===== src/rtl/nmr_qsw_seq_pkg.sv =====
// nmr_qsw_seq_pkg
// Shared definitions for the multi-echo Q-switch/acquisition sequencer:
//   - default counter and echo-index widths
//   - headroom bits for the three-term phase-length sum
//   - one-hot FSM state constants and the phase index enum
//   - helpers mapping between phases and FSM states, and a
//     "first non-zero phase at or after position N" search
// Optional feature macro used by the top level: NMR_QSW_SEQ_ABORT_EN.
package nmr_qsw_seq_pkg;

   localparam int CNT_W_DEF   = 16;
   localparam int ECHO_W_DEF  = 12;
   // Sum of three CNT_W lengths needs two extra bits to never wrap.
   localparam int SUM_EXTRA_W = 2;

   localparam int ST_W = 5;
   localparam logic [ST_W-1:0] ST_IDLE = 5'b00001;
   localparam logic [ST_W-1:0] ST_QSW  = 5'b00010;
   localparam logic [ST_W-1:0] ST_DEAD = 5'b00100;
   localparam logic [ST_W-1:0] ST_ACQ  = 5'b01000;
   localparam logic [ST_W-1:0] ST_GAP  = 5'b10000;

   // Phase order inside one echo period.
   typedef enum logic [1:0] {
      PH_QSW  = 2'd0,
      PH_DEAD = 2'd1,
      PH_ACQ  = 2'd2,
      PH_GAP  = 2'd3
   } phase_e;

   typedef struct packed {
      logic   ok;
      phase_e ph;
   } phase_sel_t;

   function automatic logic [ST_W-1:0] phase_state(input phase_e ph);
      case (ph)
         PH_QSW:  phase_state = ST_QSW;
         PH_DEAD: phase_state = ST_DEAD;
         PH_ACQ:  phase_state = ST_ACQ;
         default: phase_state = ST_GAP;
      endcase
   endfunction

   function automatic phase_e state_phase(input logic [ST_W-1:0] st);
      case (st)
         ST_DEAD: state_phase = PH_DEAD;
         ST_ACQ:  state_phase = PH_ACQ;
         ST_GAP:  state_phase = PH_GAP;
         default: state_phase = PH_QSW;
      endcase
   endfunction

   // Lowest phase index >= from whose length is non-zero (nz bit set).
   // Iterating downwards lets the lowest match win.
   function automatic phase_sel_t find_phase(input logic [3:0] nz, input int from);
      find_phase = '{ok: 1'b0, ph: PH_QSW};
      for (int i = 3; i >= 0; i--) begin
         if (i >= from && nz[i]) begin
            find_phase.ok = 1'b1;
            find_phase.ph = phase_e'(i[1:0]);
         end
      end
   endfunction

endpackage


===== src/rtl/nmr_qsw_seq_ctrl_timer.sv =====
// nmr_phase_timer
// Loadable down-counter timing one sequencer phase. Loading L-1 makes
// 'last' rise on the L-th cycle of the phase.
// Ports:
//   adc_clk   in   clock, posedge
//   reset     in   asynchronous, active-high
//   load      in   load load_val this edge (has priority over en)
//   en        in   decrement while non-zero
//   load_val  in   CNT_W value to load
//   last      out  counter is zero (final cycle of the current phase)
module nmr_phase_timer
   import nmr_qsw_seq_pkg::*;
#(
   parameter int CNT_W = CNT_W_DEF
) (
   input  logic             adc_clk,
   input  logic             reset,
   input  logic             load,
   input  logic             en,
   input  logic [CNT_W-1:0] load_val,
   output logic             last
);

   logic [CNT_W-1:0] cnt;

   always_ff @(posedge adc_clk or posedge reset) begin
      if (reset) begin
         cnt <= '0;
      end else if (load) begin
         cnt <= load_val;
      end else if (en && cnt != '0) begin
         cnt <= cnt - CNT_W'(1);
      end
   end

   assign last = (cnt == '0);

endmodule


===== src/rtl/nmr_qsw_seq_ctrl.sv =====
// nmr_qsw_seq_ctrl
// Multi-echo Q-switch/acquisition sequencer. A START pulse latches the
// phase lengths and echo count, then runs ECHO_NUM echo periods of
// QSW -> DEAD -> ACQ -> GAP. Zero-length phases are skipped. The echo
// period is max(T_ECHO, T_QSW_ON+T_QSW_DLY+T_ACQ, 1); GAP fills the rest.
// Optional feature macro: NMR_QSW_SEQ_ABORT_EN adds a synchronous ABORT.
// Ports:
//   ADC_CLK    in   clock, posedge
//   RESET      in   asynchronous, active-high
//   START      in   one-cycle start request (ignored while busy)
//   ABORT      in   synchronous abort (only with NMR_QSW_SEQ_ABORT_EN)
//   ECHO_NUM   in   echo count, latched at START
//   T_QSW_ON   in   Q-switch enable length, latched at START
//   T_QSW_DLY  in   dead time, latched at START
//   T_ACQ      in   acquisition window length, latched at START
//   T_ECHO     in   echo period, latched at START
//   QSW_EN     out  Q-switch enable (registered)
//   ACQ_WND    out  acquisition window (registered)
//   BUSY       out  sequence in progress
//   DONE       out  one-cycle pulse at normal completion
//   ECHO_IDX   out  current echo index
//   SEQ_STATE  out  one-hot FSM state, for observation
// Handshake: START is a single-cycle request sampled on ADC_CLK; it is
// accepted only when the FSM is IDLE (the DONE cycle is IDLE) and, when
// present, ABORT is low. There is no ready signal; BUSY tells the
// requester a START would be dropped.
module nmr_qsw_seq_ctrl
   import nmr_qsw_seq_pkg::*;
#(
   parameter int CNT_W  = CNT_W_DEF,
   parameter int ECHO_W = ECHO_W_DEF
) (
   input  logic              ADC_CLK,
   input  logic              RESET,
   input  logic              START,
`ifdef NMR_QSW_SEQ_ABORT_EN
   input  logic              ABORT,
`endif
   input  logic [ECHO_W-1:0] ECHO_NUM,
   input  logic [CNT_W-1:0]  T_QSW_ON,
   input  logic [CNT_W-1:0]  T_QSW_DLY,
   input  logic [CNT_W-1:0]  T_ACQ,
   input  logic [CNT_W-1:0]  T_ECHO,
   output logic              QSW_EN,
   output logic              ACQ_WND,
   output logic              BUSY,
   output logic              DONE,
   output logic [ECHO_W-1:0] ECHO_IDX,
   output logic [ST_W-1:0]   SEQ_STATE
);

   localparam int SUM_W = CNT_W + SUM_EXTRA_W;

   logic [ST_W-1:0]   state, state_nxt;
   logic [ECHO_W-1:0] num_q, idx_q, idx_nxt;
   logic [CNT_W-1:0]  t_qsw_q, t_dly_q, t_acq_q, t_echo_q;
   logic              busy_q, busy_nxt, done_q, done_nxt;
   logic              qsw_q, acq_q;
   logic              latch_en, tmr_load, tmr_last, abort_req, idle;

   logic [CNT_W-1:0]  src_qsw, src_dly, src_acq, src_echo, gap_len;
   logic [SUM_W-1:0]  sum, echo_ext;
   logic [CNT_W-1:0]  ph_len [0:3];
   logic [3:0]        nz;
   phase_sel_t        first_sel, nxt_sel;
   phase_e            load_ph;

`ifdef NMR_QSW_SEQ_ABORT_EN
   assign abort_req = ABORT;
`else
   assign abort_req = 1'b0;
`endif

   assign idle = (state == ST_IDLE);

   // In IDLE the first phase of echo 0 is chosen from the live inputs,
   // because they are being latched on that same edge.
   always_comb begin
      src_qsw  = idle ? T_QSW_ON  : t_qsw_q;
      src_dly  = idle ? T_QSW_DLY : t_dly_q;
      src_acq  = idle ? T_ACQ     : t_acq_q;
      src_echo = idle ? T_ECHO    : t_echo_q;
      sum      = SUM_W'(src_qsw) + SUM_W'(src_dly) + SUM_W'(src_acq);
      echo_ext = SUM_W'(src_echo);
      // GAP only exists when T_ECHO exceeds the active phases, so it
      // always fits CNT_W. An all-zero echo still takes one GAP cycle.
      if (echo_ext > sum) begin
         gap_len = CNT_W'(echo_ext - sum);
      end else if (sum == '0) begin
         gap_len = CNT_W'(1);
      end else begin
         gap_len = '0;
      end
      ph_len[0] = src_qsw;
      ph_len[1] = src_dly;
      ph_len[2] = src_acq;
      ph_len[3] = gap_len;
      for (int i = 0; i < 4; i++) begin
         nz[i] = (ph_len[i] != '0);
      end
      first_sel = find_phase(nz, 0);
      nxt_sel   = find_phase(nz, int'(state_phase(state)) + 1);
   end

   always_comb begin
      state_nxt = state;
      idx_nxt   = idx_q;
      busy_nxt  = busy_q;
      done_nxt  = 1'b0;
      latch_en  = 1'b0;
      tmr_load  = 1'b0;
      load_ph   = first_sel.ph;
      if (!idle && abort_req) begin
         state_nxt = ST_IDLE;
         busy_nxt  = 1'b0;
      end else if (idle) begin
         if (START && !abort_req) begin
            latch_en = 1'b1;
            idx_nxt  = '0;
            if (ECHO_NUM == '0 || !first_sel.ok) begin
               done_nxt = 1'b1;
            end else begin
               state_nxt = phase_state(first_sel.ph);
               busy_nxt  = 1'b1;
               tmr_load  = 1'b1;
            end
         end
      end else if (tmr_last) begin
         if (nxt_sel.ok) begin
            state_nxt = phase_state(nxt_sel.ph);
            tmr_load  = 1'b1;
            load_ph   = nxt_sel.ph;
         end else if (idx_q == num_q - ECHO_W'(1)) begin
            state_nxt = ST_IDLE;
            busy_nxt  = 1'b0;
            done_nxt  = 1'b1;
         end else begin
            // Next echo; reload even if the state is unchanged (e.g. QSW only).
            idx_nxt   = idx_q + ECHO_W'(1);
            state_nxt = phase_state(first_sel.ph);
            tmr_load  = 1'b1;
         end
      end
   end

   nmr_phase_timer #(.CNT_W(CNT_W)) u_timer (
      .adc_clk  (ADC_CLK),
      .reset    (RESET),
      .load     (tmr_load),
      .en       (!idle),
      .load_val (ph_len[load_ph] - CNT_W'(1)),
      .last     (tmr_last)
   );

   always_ff @(posedge ADC_CLK or posedge RESET) begin
      if (RESET) begin
         state    <= ST_IDLE;
         idx_q    <= '0;
         busy_q   <= 1'b0;
         done_q   <= 1'b0;
         qsw_q    <= 1'b0;
         acq_q    <= 1'b0;
         num_q    <= '0;
         t_qsw_q  <= '0;
         t_dly_q  <= '0;
         t_acq_q  <= '0;
         t_echo_q <= '0;
      end else begin
         state  <= state_nxt;
         idx_q  <= idx_nxt;
         busy_q <= busy_nxt;
         done_q <= done_nxt;
         // Outputs decoded from the next state so they change on the
         // same edge as the state, with no combinational glitch.
         qsw_q  <= (state_nxt == ST_QSW);
         acq_q  <= (state_nxt == ST_ACQ);
         if (latch_en) begin
            num_q    <= ECHO_NUM;
            t_qsw_q  <= T_QSW_ON;
            t_dly_q  <= T_QSW_DLY;
            t_acq_q  <= T_ACQ;
            t_echo_q <= T_ECHO;
         end
      end
   end

   assign QSW_EN    = qsw_q;
   assign ACQ_WND   = acq_q;
   assign BUSY      = busy_q;
   assign DONE      = done_q;
   assign ECHO_IDX  = idx_q;
   assign SEQ_STATE = state;

endmodule


===== config.mk =====
export PLATFORM = sky130hd
export DESIGN_NAME = nmr_qsw_seq_ctrl
export DESIGN_NICKNAME = d
export VERILOG_FILES = /design/src/rtl/nmr_qsw_seq_pkg.sv /design/src/rtl/nmr_qsw_seq_ctrl_timer.sv /design/src/rtl/nmr_qsw_seq_ctrl.sv
export SDC_FILE = /design/constraint.sdc
export NUM_CORES = 1
export LEC_CHECK = 0
export BUFFER_PORTS_ARGS = -buffer_cell sky130_fd_sc_hd__buf_4
export CAP_MARGIN = 15
export CORE_MARGIN = 10
export CORE_UTILIZATION = 42
export CTS_BUF_LIST = sky130_fd_sc_hd__clkbuf_8
export CTS_CLUSTER_DIAMETER = 30
export CTS_CLUSTER_SIZE = 10
export DETAILED_ROUTE_END_ITERATION = 6
export PLACE_DENSITY = 0.69
export SETUP_SLACK_MARGIN = 0.5
export SLEW_MARGIN = 20
export SYNTH_ARGS = -nofsm -noshare
export SYNTH_HDL_FRONTEND = slang
export SYNTH_SLANG_ARGS = --single-unit
export TNS_END_PERCENT = 1

===== constraint.sdc =====
create_clock -name ADC_CLK -period 9.85 [get_ports ADC_CLK]
set_input_delay 0.4925 -clock ADC_CLK [delete_from_list [all_inputs] [get_ports ADC_CLK]]
set_output_delay 0.4925 -clock ADC_CLK [all_outputs]
set_load 0.005 [all_outputs]

==> results of run 1 <==
-- worst reg2reg max path, delay by kind of cell, from the launching register on --
family,cells,cell delay [ns]
AO/OA/AOI/OAI,12,3.14
AND/OR/NAND/NOR,7,2.11
adder cells (fa/ha/maj),3,1.27
multiplexers,3,1.03
buffers and inverters,2,0.47
flip-flops,1,0.45
XOR/XNOR,1,0.38
-- state kept, by name, summed over array words and instances (netlist names) --
register     flops
t_dly_q         16
t_acq_q         16
SEQ_STATE        5
ACQ_WND          1
num_q           12
BUSY             1
t_echo_q        16
ECHO_IDX        12
u_timer.cnt     16
QSW_EN           1
t_qsw_q         16
DONE             1
-- worst paths after layout --
path                                   end  cells past startpoint  slack [ns]          from
hold reg to reg               t_echo_q[15]                      2        0.48  t_echo_q[15]
min in group ADC_CLK          t_echo_q[15]                      3        0.22    T_ECHO[15]
setup reg to reg           u_timer.cnt[11]                     28        0.90  SEQ_STATE[3]
setup / recovery           u_timer.cnt[11]                     28        0.90  SEQ_STATE[3]
max in group asynchronous     SEQ_STATE[4]                      3        8.68         RESET
hold / removal                t_echo_q[13]                      2        0.05         RESET
-- where the power goes --
group | leakage (nW) | internal (mW) | switching [mW]
Sequential | 1.48 | 0.464 | 0.000000206
Combinational | 4.06 | 0.0220 | 0.0246
Clock | 0.226 | 0.287 | 0.236
-- cells in the final DEF, fill, tap and decap left out, types with 5 or more instances in the layout --
master / n
nor2_1: 87
xnor2_1: 22
xor2_1: 22
inv_1: 34
nand2b_1: 10
buf_4: 106
o31ai_1: 5
a31oi_1: 10
clkbuf_8: 18
mux2i_1: 31
nand2_1: 455
a211o_1: 5
dfrtp_1: 112
and3_1: 14
nand4_1: 19
nand3b_1: 5
ha_1: 34
nor4_1: 29
inv_6: 5
o21a_1: 12
a21oi_1: 51
or2_2: 5
and2_1: 10
or3_1: 17
a21o_1: 18
a211oi_1: 13
o21ai_1: 7
mux2_2: 7
o31a_1: 6
nand3_1: 24
o21ai_0: 46
fa_1: 18
a21oi_2: 5
nor3_1: 24
a32oi_1: 6
-- layer usage --
layer | track usage | vias to the layer above | routed length [um]
li1 | - | 4817 | -
met1 | 0.2921 | 4868 | 15110
met2 | 0.3465 | 404 | 15510
met3 | 0.03946 | 48 | 2284
met4 | 0.06711 | 0 | 917
met5 | 0 | - | 0
-- area by class of cell --
type / instances / area (um^2) / area share
inverters: 34 / 130.1 / 0.01127
flip-flops and latches: 113 / 2829 / 0.2451
clock inverters: 14 / 201.4 / 0.01745
well taps: 319 / 399.1 / 0.03458
clock buffers: 18 / 247.7 / 0.02146
repair buffers: 108 / 827.0 / 0.07165
multi-input cells: 1133 / 6909 / 0.5985
-- stage by stage --
| stage | utilization | hold slack, ns | setup slack [ns] | cells | instance area (um^2) |
|---|---|---|---|---|---|
| floorplan | - | 0.4450 | 1.310 | 1341 | 10170 |
| global placement | 0.4676 | 0.4569 | 0.9356 | 1707 | 11070 |
| detailed placement | 0.4676 | 0.4614 | 0.8023 | 1707 | 11070 |
| CTS | 0.4865 | 0.05113 | 0.8076 | 1739 | 11520 |
| global route | 0.4874 | 0.08008 | 0.5028 | 1739 | 11540 |
| finish | 0.4874 | 0.04797 | 0.8973 | 1739 | 11540 |
-- cell families (layout without fill, tap and decap cells) --
family,Yosys count,in the layout,synth area share
xor gates and xnor gates,44,44,0.03789
AOI/OAI and AO/OA,255,255,0.1881
DFF,113,113,0.2781
buffers and inverters,95,174,0.04527
adders and majority gates,52,52,0.07725
muxes,42,42,0.04330
and+or+nand+nor,740,740,0.3301
==> results.ini, run 1 <==
[global_routing]
grt_use_total=0.2172
grt_pass1_vias=9671
grt_pass1_wl_um=54230
grt_max_degree=80
antenna_found_initial=0
gr-total-overflow=0

[routing]
drc_errors=0
vias=10137
firstDrtPassIters=6
antenna_left=0
postRouteWirelength_um=33820
wl_per_cell_um=19.45
dr.first_iter.drc_count=1122
avgViaCountPerCell=5.829

[placement]
gp_congestion=0.9976
place_hpwl_um=26210
io_buffers=99

[power_and_ir_drop]
ir_drop_uv=60.29
powerDensity_nw_per_um2=89.48
p_leak_nw=5.770
power_mw=1.033

[setup_path]
cp_slowest_cell=or4_4
crit_type=flop to flop
critPathBufInv=2
critPathMaxStageDelay_ns=0.60
path_delay_family=compound AO/OA/AOI/OAI gates
start_kind=flop
cp-end-kind=flop
worstPathArrival_ns=9.29
path_max_fanout=47
cp.required_ns=10.18

[status]
outcome=finished, final reports clean

[die]
fp.dieW_um=175.6
start_util=0.4295
dieArea_um2=30840
core_area_um2=23680
num_rows=56
die_height_um=175.6
ios=100

[timing]
relSlewSlack=0.2995
finalHoldViolCount=0
fin_crit_ns=8.953
max_slew.worst_pin.slew_ns=1.051
finalSetupViolations=0
clock-skew-final_ns=0.02414
tns_ns=0
rsz0062_at_grt=no
fin_crit_sh=0.9089
slew_violations=0
max_freq_mhz=111.7

[synthesis]
synth_area_leaders=dfrtp_1 28%, nand2_1 17%, ha_1 4.2%, fa_1 3.5%, nor2_1 3.2%
ys_types=101
synth_warnings=0
ys_seq_area_frac=0.2781
syn-mean-instance-area_um2=7.585
yosysTopAreaCellShare=0.2756
synth-edff-count=0
syn_nets=1472
yosys.cell_count.top_type=nand2_1
netlist_area_um2=10170
synthCells=1341
ys_ff_latch=113
synthTopCellsByCount=456 x nand2_1, 112 x dfrtp_1, 87 x nor2_1
yosysTopAreaCell=dfrtp_1
synthArstFlopShare=1.000
synth_top_flop_cell=dfrtp_1

[clock_network]
cts.clk_slew.worst_paths_ns=0.09
max-clock-path-buffers=2
clock_sinks=113
cts_max_level=4
post_cts_buffers=0
cts_root_buffer=clkbuf_8
cts_tree=done
clock_latency_ns=0.46
cts-buffers-inserted=17
cts_resized=0
ctsHoldBuffers=0

[final_layout]
nNetsFinal=1538
fillers=2358
drive_above_1_share=0.1479
layout-area-overhead-vs-synth_pct=13.50
antenna_cells=0

[min_path]
hp-class=primary input to async pin

[run]
max-cap-violations=0

Power figures use the tool's default switching activity.
==> inputs of run 2 (changes only) <==
--- a/config.mk
+++ b/config.mk
@@ -5,7 +5,7 @@
 export SDC_FILE = /design/constraint.sdc
 export NUM_CORES = 1
 export LEC_CHECK = 0
-export BUFFER_PORTS_ARGS = -buffer_cell sky130_fd_sc_hd__buf_4
+export BUFFER_PORTS_ARGS = -buffer_cell sky130_fd_sc_hd__buf_2
 export CAP_MARGIN = 15
 export CORE_MARGIN = 10
 export CORE_UTILIZATION = 42
==> results.ini, run 2 (synthesized netlist as in run 1, its figures left out) <==
[timing]
tns_ns=0  ; unchanged
relSlewSlack=0.3189  ; was 0.2995
final.setup.worst_slack_ns=0.8743  ; was 0.8973 ns
whs_ns=0.1372  ; was 0.04797 ns
finalSetupViolations=0  ; unchanged
max_slew.worst_pin.slew_ns=1.022  ; was 1.051 ns
fin_crit_sh=0.9112  ; was 0.9089
slew_violations=0  ; unchanged
finalHoldViolCount=0  ; unchanged
rsz0062_at_grt=yes  ; was no
fin_crit_ns=8.976  ; was 8.953 ns
max_freq_mhz=111.4  ; was 111.7 MHz
clock-skew-final_ns=0.01476  ; was 0.02414 ns

[status]
outcome=finished, final reports clean  ; unchanged

[die]
dieArea_um2=30840  ; unchanged
fp.dieW_um=175.6  ; unchanged
die_height_um=175.6  ; unchanged
core_area_um2=23680  ; unchanged
start_util=0.4295  ; unchanged
num_rows=56  ; unchanged
ios=100  ; unchanged

[setup_path]
cpMostUsedCell=ha_1
path_max_fanout=25  ; was 47
cp_slowest_cell=or4_4  ; unchanged
r2r_start=SEQ_STATE[3]  ; unchanged
crit_type=flop to flop  ; unchanged
r2r_slack_ns=0.87  ; was 0.90 ns
r2r-end=u_timer.cnt[8]  ; was u_timer.cnt[11]
r2r_cells=29  ; was 28
start_kind=flop  ; unchanged
worstPathArrival_ns=9.31  ; was 9.29 ns
cp-end-kind=flop  ; unchanged
cp.required_ns=10.18  ; about the same
critPathMaxStageDelay_ns=0.73  ; was 0.60 ns

[power_and_ir_drop]
ir_drop_uv=74.51  ; was 60.29 uV
power.internal_mw=0.7291  ; was 0.7724 mW
switchingPower_mw=0.2621  ; was 0.2606 mW
comb_power_share=0.038  ; was 0.045
power_mw=0.9912  ; was 1.033 mW
powerDensity_nw_per_um2=87.96  ; was 89.48 nW/um^2
pwr-share-seq=0.468  ; was 0.449
power.share.clock=0.495  ; was 0.506
p_sw_frac=0.2644  ; was 0.2523
p_leak_nw=5.700  ; was 5.770 nW

[placement]
place_hpwl_um=26090  ; was 26210 um
gp_congestion=0.9967  ; was 0.9976
placed_cell_area_um2=10820  ; was 11070 um^2
io_buffers=99  ; unchanged
place_inst=1708  ; was 1707
place_ws_ns=0.8650  ; was 0.8023 ns

[global_routing]
grt_pass1_vias=9612  ; was 9671
gr-total-overflow=0  ; unchanged
grt_max_degree=63  ; was 80
grt_pass1_wl_um=53130  ; was 54230 um
grt_use_total=0.2139  ; was 0.2172
antenna_found_initial=0  ; unchanged

[clock_network]
max-clock-path-buffers=2  ; unchanged
ctsHoldBuffers=0  ; unchanged
clock_sinks=113  ; unchanged
clock_latency_ns=0.47  ; was 0.46 ns
cts.clk_slew.worst_paths_ns=0.09  ; about the same
cts_tree=done  ; unchanged
cts_root_buffer=clkbuf_8  ; unchanged
cts-buffers-inserted=17  ; unchanged
cts_max_level=4  ; unchanged

[routing]
dr.first_iter.drc_count=1262  ; was 1122
avgViaCountPerCell=5.848  ; was 5.829
vias=10193  ; was 10137
drc_errors=0  ; unchanged
postRouteWirelength_um=33610  ; was 33820 um
antenna_left=0  ; unchanged
wl_per_cell_um=19.28  ; was 19.45 um
firstDrtPassIters=5  ; was 6

[final_layout]
fin_util=0.4759  ; was 0.4874
final_area_um2=11270  ; was 11540 um^2
layout-area-overhead-vs-synth_pct=10.80  ; was 13.50%
final_common_cell=nand2_1  ; unchanged
finalNonFillerCells=1743  ; was 1739
nNetsFinal=1542  ; was 1538
drive_above_1_share=0.1483  ; was 0.1479
layout_common_cells=455 x nand2_1, 112 x dfrtp_1, 99 x buf_2  ; was 455 x nand2_1, 112 x dfrtp_1, 106 x buf_4

[run]
max-cap-violations=0  ; unchanged

[min_path]
hp-class=primary input to async pin  ; unchanged

-- run 2: what timing repair did --
action	4_1_cts	5_1_grt
resized for setup	0	3
setup endpoints to repair	0	12
setup buffers	0	3
-- run 2: power by group through the flow --
stage,combinational [mW],clock [mW],sequential (mW)
global placement,0.0376,0,0.473
global route,0.0413,0.514,0.463
CTS,0.0377,0.494,0.464
floorplan,0.00881,0,0.473
detailed placement,0.0375,0,0.473
finish,0.0373,0.490,0.463
-- run 2: worst max path at each step --
stage | slack (ns) | start | cells past startpoint | to
6_report | 0.87 | SEQ_STATE[3] | 29 | u_timer.cnt[8]
2_1_floorplan | 1.31 | SEQ_STATE[3] | 33 | u_timer.cnt[8]
4_1_cts | 0.82 | SEQ_STATE[3] | 28 | u_timer.cnt[8]
3_3_place_gp | 1.09 | SEQ_STATE[3] | 29 | u_timer.cnt[8]
3_5_place_dp | 0.87 | SEQ_STATE[3] | 28 | u_timer.cnt[8]
5_1_grt | 0.40 | SEQ_STATE[3] | 29 | u_timer.cnt[8]
-- run 2: per-layer routing --
layer,share of wire,track usage
met1,0.43,0.2820
met2,0.46,0.3373
met3,0.087,0.04997
met4,0.029,0.07135
met5,0,0
-- run 2: area by class of cell --
type	instances	area [um^2]
timing repair buffer	112	593.1
fill	2417	12410
inverter	34	130.1
tap	319	399.1
multi-input combinational	1133	6903
antenna	1	2.502
clock buffer	17	234.0
sequential	113	2829
clock inverter	14	178.9
-- run 2: worst max-delay path: cells and delay by family (launching register included) --
family | cells | cell delay, ns
compound gates | 9 | 2.21
xor+xnor | 1 | 0.35
fa+ha+maj | 4 | 1.31
buf+inv | 2 | 0.47
flops | 1 | 0.44
mux | 2 | 0.84
simple gates | 11 | 3.20
